[config.mk]
export PLATFORM = sky130hd
export DESIGN_NAME = dmem_access_scheduler
export DESIGN_NICKNAME = d
export VERILOG_FILES = /design/src/rtl/dmem_access_scheduler.sv
export SDC_FILE = /design/constraint.sdc
export NUM_CORES = 1
export LEC_CHECK = 0
export CORE_AREA = 2 2 99 124
export CTS_BUF_LIST = sky130_fd_sc_hd__clkbuf_2 sky130_fd_sc_hd__clkbuf_4 sky130_fd_sc_hd__clkbuf_8
export DETAILED_ROUTE_END_ITERATION = 6
export DIE_AREA = 0 0 101 126
export GPL_TIMING_DRIVEN = 0
export PLACE_DENSITY = 0.87
export SLEW_MARGIN = 20
export SYNTH_ARGS = -nofsm -noshare
export SYNTH_HDL_FRONTEND = slang
export SYNTH_SLANG_ARGS = --single-unit
[constraint.sdc]
create_clock -name clk_i -period 7.1 [get_ports clk_i]
set_input_delay 2.13 -clock clk_i [delete_from_list [all_inputs] [get_ports clk_i]]
set_output_delay 2.13 -clock clk_i [all_outputs]
set_load 0.02 [all_outputs]
[src/rtl/dmem_access_scheduler.sv]
// Arbitrates the single-ported data memory between the load path and the store buffer.
// Optional misaligned-access trapping is compiled in with DMEM_MISALIGN_CHECK_EN.
module dmem_access_scheduler #(
   parameter int unsigned ADDR_W     = 32,
   parameter int unsigned TAG_W      = 6,
   parameter int unsigned LOAD_LAT   = 2,
   parameter int unsigned STARVE_MAX = 4
) (
   input  logic              clk_i,
   input  logic              reset_i,
   input  logic              ld_valid_i,
   output logic              ld_ready_o,
   input  logic [ADDR_W-1:0] ld_addr_i,
   input  logic [2:0]        ld_funct3_i,
   input  logic [TAG_W-1:0]  ld_tag_i,
   input  logic              st_valid_i,
   output logic              st_ready_o,
   input  logic [ADDR_W-1:0] st_addr_i,
   input  logic [2:0]        st_funct3_i,
   input  logic [31:0]       st_data_i,
   input  logic              flush_i,
   output logic              mem_write_o,
   output logic [2:0]        mem_funct3_o,
   output logic [ADDR_W-1:0] mem_addr_o,
   output logic [31:0]       mem_wdata_o,
   input  logic [31:0]       mem_rdata_i,
   output logic              load_done_o,
   output logic [TAG_W-1:0]  load_tag_o,
   output logic [31:0]       load_data_o,
   output logic              misalign_err_o
);

   localparam int unsigned LatW    = (LOAD_LAT > 1) ? $clog2(LOAD_LAT) : 1;
   localparam int unsigned StarveW = $clog2(STARVE_MAX + 1);
   localparam logic [LatW-1:0]    LatLast   = LatW'(LOAD_LAT - 1);
   localparam logic [StarveW-1:0] StarveTop = StarveW'(STARVE_MAX);

   typedef enum logic [1:0] {StIdle, StLoadWait, StStore} state_e;

   state_e              state_q;
   logic [LatW-1:0]     lat_q;
   logic [StarveW-1:0]  starve_q;
   logic                mem_write_q;
   logic [2:0]          mem_funct3_q;
   logic [ADDR_W-1:0]   mem_addr_q;
   logic [31:0]         mem_wdata_q;
   logic [TAG_W-1:0]    tag_q;
   logic                load_done_q;
   logic [TAG_W-1:0]    load_tag_q;
   logic [31:0]         load_data_q;

   logic st_grant;
   logic ld_grant;
   logic ld_mis;
   logic st_mis;

   // A store wins when it has starved long enough, when no load competes, or when loads are
   // blocked by flush; otherwise loads have priority.
   always_comb begin
      st_grant = 1'b0;
      ld_grant = 1'b0;
      if (state_q == StIdle) begin
         st_grant = st_valid_i && ((starve_q == StarveTop) || !ld_valid_i || flush_i);
         ld_grant = ld_valid_i && !flush_i && !st_grant;
      end
   end

`ifdef DMEM_MISALIGN_CHECK_EN
   logic misalign_q;

   function automatic logic is_misaligned(input logic [2:0] funct3, input logic [1:0] addr_lo);
      logic mis;
      mis = 1'b0;
      case (funct3[1:0])
         2'b01:   mis = addr_lo[0];
         2'b10:   mis = |addr_lo;
         default: mis = 1'b0;
      endcase
      return mis;
   endfunction

   always_comb begin
      ld_mis = is_misaligned(ld_funct3_i, ld_addr_i[1:0]);
      st_mis = is_misaligned(st_funct3_i, st_addr_i[1:0]);
   end

   assign misalign_err_o = misalign_q;
`else
   assign ld_mis         = 1'b0;
   assign st_mis         = 1'b0;
   assign misalign_err_o = 1'b0;
`endif

   always_ff @(posedge clk_i or posedge reset_i) begin
      if (reset_i) begin
         state_q      <= StIdle;
         lat_q        <= '0;
         starve_q     <= '0;
         mem_write_q  <= 1'b0;
         mem_funct3_q <= '0;
         mem_addr_q   <= '0;
         mem_wdata_q  <= '0;
         tag_q        <= '0;
         load_done_q  <= 1'b0;
         load_tag_q   <= '0;
         load_data_q  <= '0;
`ifdef DMEM_MISALIGN_CHECK_EN
         misalign_q   <= 1'b0;
`endif
      end else begin
         load_done_q <= 1'b0;
`ifdef DMEM_MISALIGN_CHECK_EN
         misalign_q  <= 1'b0;
`endif

         if (st_grant) begin
            starve_q <= '0;
         end else if (ld_grant && st_valid_i && (starve_q != StarveTop)) begin
            starve_q <= starve_q + 1'b1;
         end

         unique case (state_q)
            StIdle: begin
               if (st_grant) begin
                  if (st_mis) begin
`ifdef DMEM_MISALIGN_CHECK_EN
                     misalign_q <= 1'b1;
`endif
                  end else begin
                     mem_addr_q   <= st_addr_i;
                     mem_funct3_q <= st_funct3_i;
                     mem_wdata_q  <= st_data_i;
                     mem_write_q  <= 1'b1;
                     state_q      <= StStore;
                  end
               end else if (ld_grant) begin
                  if (ld_mis) begin
`ifdef DMEM_MISALIGN_CHECK_EN
                     misalign_q <= 1'b1;
`endif
                  end else begin
                     mem_addr_q   <= ld_addr_i;
                     mem_funct3_q <= ld_funct3_i;
                     tag_q        <= ld_tag_i;
                     lat_q        <= '0;
                     state_q      <= StLoadWait;
                  end
               end
            end
            StLoadWait: begin
               // A flush abandons the read; the captured result of the previous load stays put.
               if (flush_i) begin
                  state_q <= StIdle;
               end else if (lat_q == LatLast) begin
                  load_data_q <= mem_rdata_i;
                  load_tag_q  <= tag_q;
                  load_done_q <= 1'b1;
                  state_q     <= StIdle;
               end else begin
                  lat_q <= lat_q + 1'b1;
               end
            end
            StStore: begin
               mem_write_q <= 1'b0;
               state_q     <= StIdle;
            end
            default: begin
               mem_write_q <= 1'b0;
               state_q     <= StIdle;
            end
         endcase
      end
   end

   assign ld_ready_o   = ld_grant;
   assign st_ready_o   = st_grant;
   assign mem_write_o  = mem_write_q;
   assign mem_funct3_o = mem_funct3_q;
   assign mem_addr_o   = mem_addr_q;
   assign mem_wdata_o  = mem_wdata_q;
   assign load_done_o  = load_done_q;
   assign load_tag_o   = load_tag_q;
   assign load_data_o  = load_data_q;

endmodule

==> results.json, run 1 <==
{
  "outcome": "finished, final reports clean",
  "synth-simple-area-share_pct": 1.79,
  "grt_pass1_wl_um": 20000,
  "syn_inst": 315,
  "clock-sinks": 119,
  "vias": 3630,
  "power_frac_seq_pct": 36.1,
  "post_cts_buffers": 0,
  "port_buffers": 253,
  "slew_violations": 0,
  "cts_hold_buf": 0,
  "core-area_sq_um": 11600,
  "worst_pin_slew_ns": 0.647,
  "via_per_inst": 4.92,
  "max_freq_ghz": 0.156,
  "cts_root_buf": "clkbuf_8",
  "hpwlAfterDp_um": 9690,
  "slew_headroom_pct": 56.7,
  "mostFrequentLayoutCell": "clkdlybuf4s50_1",
  "cts_tree": "yes",
  "synth.ff_latch_count": 119,
  "crit_arrival_ns": 4.27,
  "wire_per_inst_um": 17.5,
  "synthesis.area_sq_um": 4960,
  "synth_xor_area_share_pct": 0,
  "min_path_type": "register to register",
  "p_comb_share_pct": 42.3,
  "maxCapViolCount": 0,
  "htreeDepth": 4,
  "irDropWorstVdd_uv": 262,
  "intPower_mw": 1.96,
  "grt_max_degree": 69,
  "syn_area_per_cell_sq_um": 15.8,
  "reg2reg_depth": 4,
  "synth_top_family_by_area": "multiplexers",
  "cts_buffers": 17,
  "yosysWarningCount": 0,
  "synth.area.mux_share_pct": 33.1,
  "nets": 735,
  "ios": 255,
  "fin_setup_tns_ns": 0,
  "fin_crit_sh_pct": 90.1,
  "p_leak_nw": 3.38,
  "p_sw_mw": 0.926,
  "firstDrtPassIters": 5,
  "powerDensity_nw_per_um2": 356,
  "final_antenna_net_count": 0,
  "synthesis.nets": 462,
  "rsz0062_at_grt": "false",
  "synth_fa_ha_area_share_pct": 0.504,
  "setup_viol": 0,
  "diodes": 0,
  "antenna_found_initial": 0,
  "initial_core_util_pct": 42.9,
  "dpl_worst_slack_ns": 0.682,
  "wl_met1_um": 4500,
  "grt_remaining_overflow": 0,
  "switching_share_pct": 32.1,
  "grt_pass1_vias": 3997,
  "first_iter_violations": 90,
  "cp_data_required_time_ns": 4.97,
  "yosysUniqueCellTypes": 26,
  "cp_max_fo": 10,
  "hold_path_depth": 1,
  "clkTransAtPathRegs_ns": 0.07,
  "syn_to_final_growth_pct": 63.3,
  "insertion_delay_ns": 0.42,
  "post-route-min-period_ns": 6.40,
  "die_y_um": 126,
  "fp.dieW_um": 101,
  "routed_wirelength_um": 12900,
  "fp.dieArea_sq_um": 12700,
  "wl_met2_um": 6860,
  "finalWorstSetupSlack_ns": 0.700,
  "met3WireLength_um": 1190,
  "synth_compound_area_share_pct": 1.49,
  "critPathLaunchType": "input port",
  "top_layer": "met4",
  "grt.total_usage_pct": 20.4,
  "place_congestion": 0.744,
  "drive_above_1_share_pct": 30.7,
  "totalPowerFinal_mw": 2.88,
  "cts_resized": 0,
  "drc_errors": 0,
  "fin_skew_ns": 0.0140,
  "row_count": 44,
  "worstSetupEndpointType": "output port",
  "hold_viol": 0,
  "seq_area_frac_synth_pct": 60.0,
  "mostFrequentLayoutCells": "clkdlybuf4s50_1 (253), mux2_2 (132), dfrtp_1 (119), clkbuf_8 (18), mux2_1 (14)",
  "path_class": "input port to output port",
  "power.share.clock_pct": 21.6,
  "clk_path_buf_depth": 2
}
registers in the layout, summed over array words and instances, names as in the netlist:
name,flops
mem_write_o,1
starve_q,3
lat_q,1
load_done_o,1
state_q,2
mem_wdata_o,32
load_data_o,32
mem_addr_o,32
tag_q,6
mem_funct3_o,3
load_tag_o,6
Yosys cell counts:
master    instances  area, sq um
buf_2             7         35.0
nor2b_1           1         6.26
a21oi_1           2         10.0
buf_4             4         30.0
nand3_1           1         5.00
a21oi_4           1         16.3
nor2_1            3         11.3
o21bai_1          1         7.51
mux2_2          132         1490
nand2_1           3         11.3
dfrtp_1         119         2980
a31oi_1           1         6.26
nand4_1           1         6.26
mux2_1           14          158
buf_6             5         56.3
nor4b_4           1         23.8
o21ai_0           2         10.0
o211a_1           1         10.0
o22ai_1           1         6.26
ha_1              2         25.0
a21o_1            1         7.51
nor3b_1           1         7.51
conb_1            1         3.75
and3_1            1         6.26
or3b_4            1         11.3
inv_1             8         30.0
metal layers:
metal  up-vias  track usage (%)
li1       1663                -
met1      1770             19.9
met2       167             37.6
met3        30             8.16
met4         0             8.19
met5         -                0
final cells by class:
type                            instances  area [sq um]
Inverter                                8          35.0
Sequential cell                       119          2980
Clock inverter                         13           156
Tap cell                              138           173
Clock buffer                           18           248
Multi-Input combinational cell        172          1840
Timing Repair Buffer                  254          2560
Fill cell                             806          3450
Buffer                                 16           121
cells by family (layout without fill, tap and decap cells):
| group | count (synthesis) | in the layout |
|---|---|---|
| compound gates | 10 | 10 |
| simple gates | 13 | 13 |
| flops | 119 | 119 |
| mux | 146 | 146 |
| fa+ha+maj | 2 | 2 |
| other cells | 1 | 1 |
| buf+inv | 24 | 309 |
stage by stage:
step | util, % | hold slack, ns | instance area [sq um] | instances
final | 70.1 | 0.483 | 8110 | 738
after global routing | 70.1 | 0.498 | 8110 | 738
after CTS | 70.1 | 0.486 | 8110 | 738
after detailed placement | 66.6 | 0.476 | 7700 | 707
after global placement | 66.3 | 0.450 | 7670 | 706
after floorplan | - | 0.442 | 4960 | 315
power by group through the flow:
stage	clock network (mW)	logic, mW	registers (mW)
after floorplan	0	0.330	1.32
after CTS	0.640	1.24	1.04
after global placement	0	1.20	1.04
final	0.621	1.22	1.04
after detailed placement	0	1.23	1.05
after global routing	0.672	1.29	1.07
final timing paths:
path	startpoint	end	slack, ns
min reg2reg	mem_write_o$_DFFE_PP0P_	mem_write_o$_DFFE_PP0P_	0.48
max	st_valid_i	st_ready_o	0.70
max reg2reg	state_q[0]$_DFFE_PP0P_	mem_addr_o[2]$_DFFE_PP0P_	4.98
min	mem_write_o$_DFFE_PP0P_	mem_write_o$_DFFE_PP0P_	0.48
min in group asynchronous	reset_i	load_data_o[1]$_DFFE_PP0P_	2.14
max in group asynchronous	reset_i	mem_addr_o[21]$_DFFE_PP0P_	4.28
critical path: stages:
cell,delay [ns]
clkdlybuf4s50_1,0.51
or3b_4,0.43
a21oi_4,0.26
buf_2,0.30
clkdlybuf4s50_1,0.64
(Power assumes the default switching activity.)
==> run 2, diff against run 1 <==
--- a/config.mk
+++ b/config.mk
@@ -5,6 +5,7 @@
 export SDC_FILE = /design/constraint.sdc
 export NUM_CORES = 1
 export LEC_CHECK = 0
+export ABC_AREA = 0
 export CORE_AREA = 2 2 99 124
 export CTS_BUF_LIST = sky130_fd_sc_hd__clkbuf_2 sky130_fd_sc_hd__clkbuf_4 sky130_fd_sc_hd__clkbuf_8
 export DETAILED_ROUTE_END_ITERATION = 6
==> results of run 2 <==
The final DEF is identical to that of run 1; final timing and power are the same.
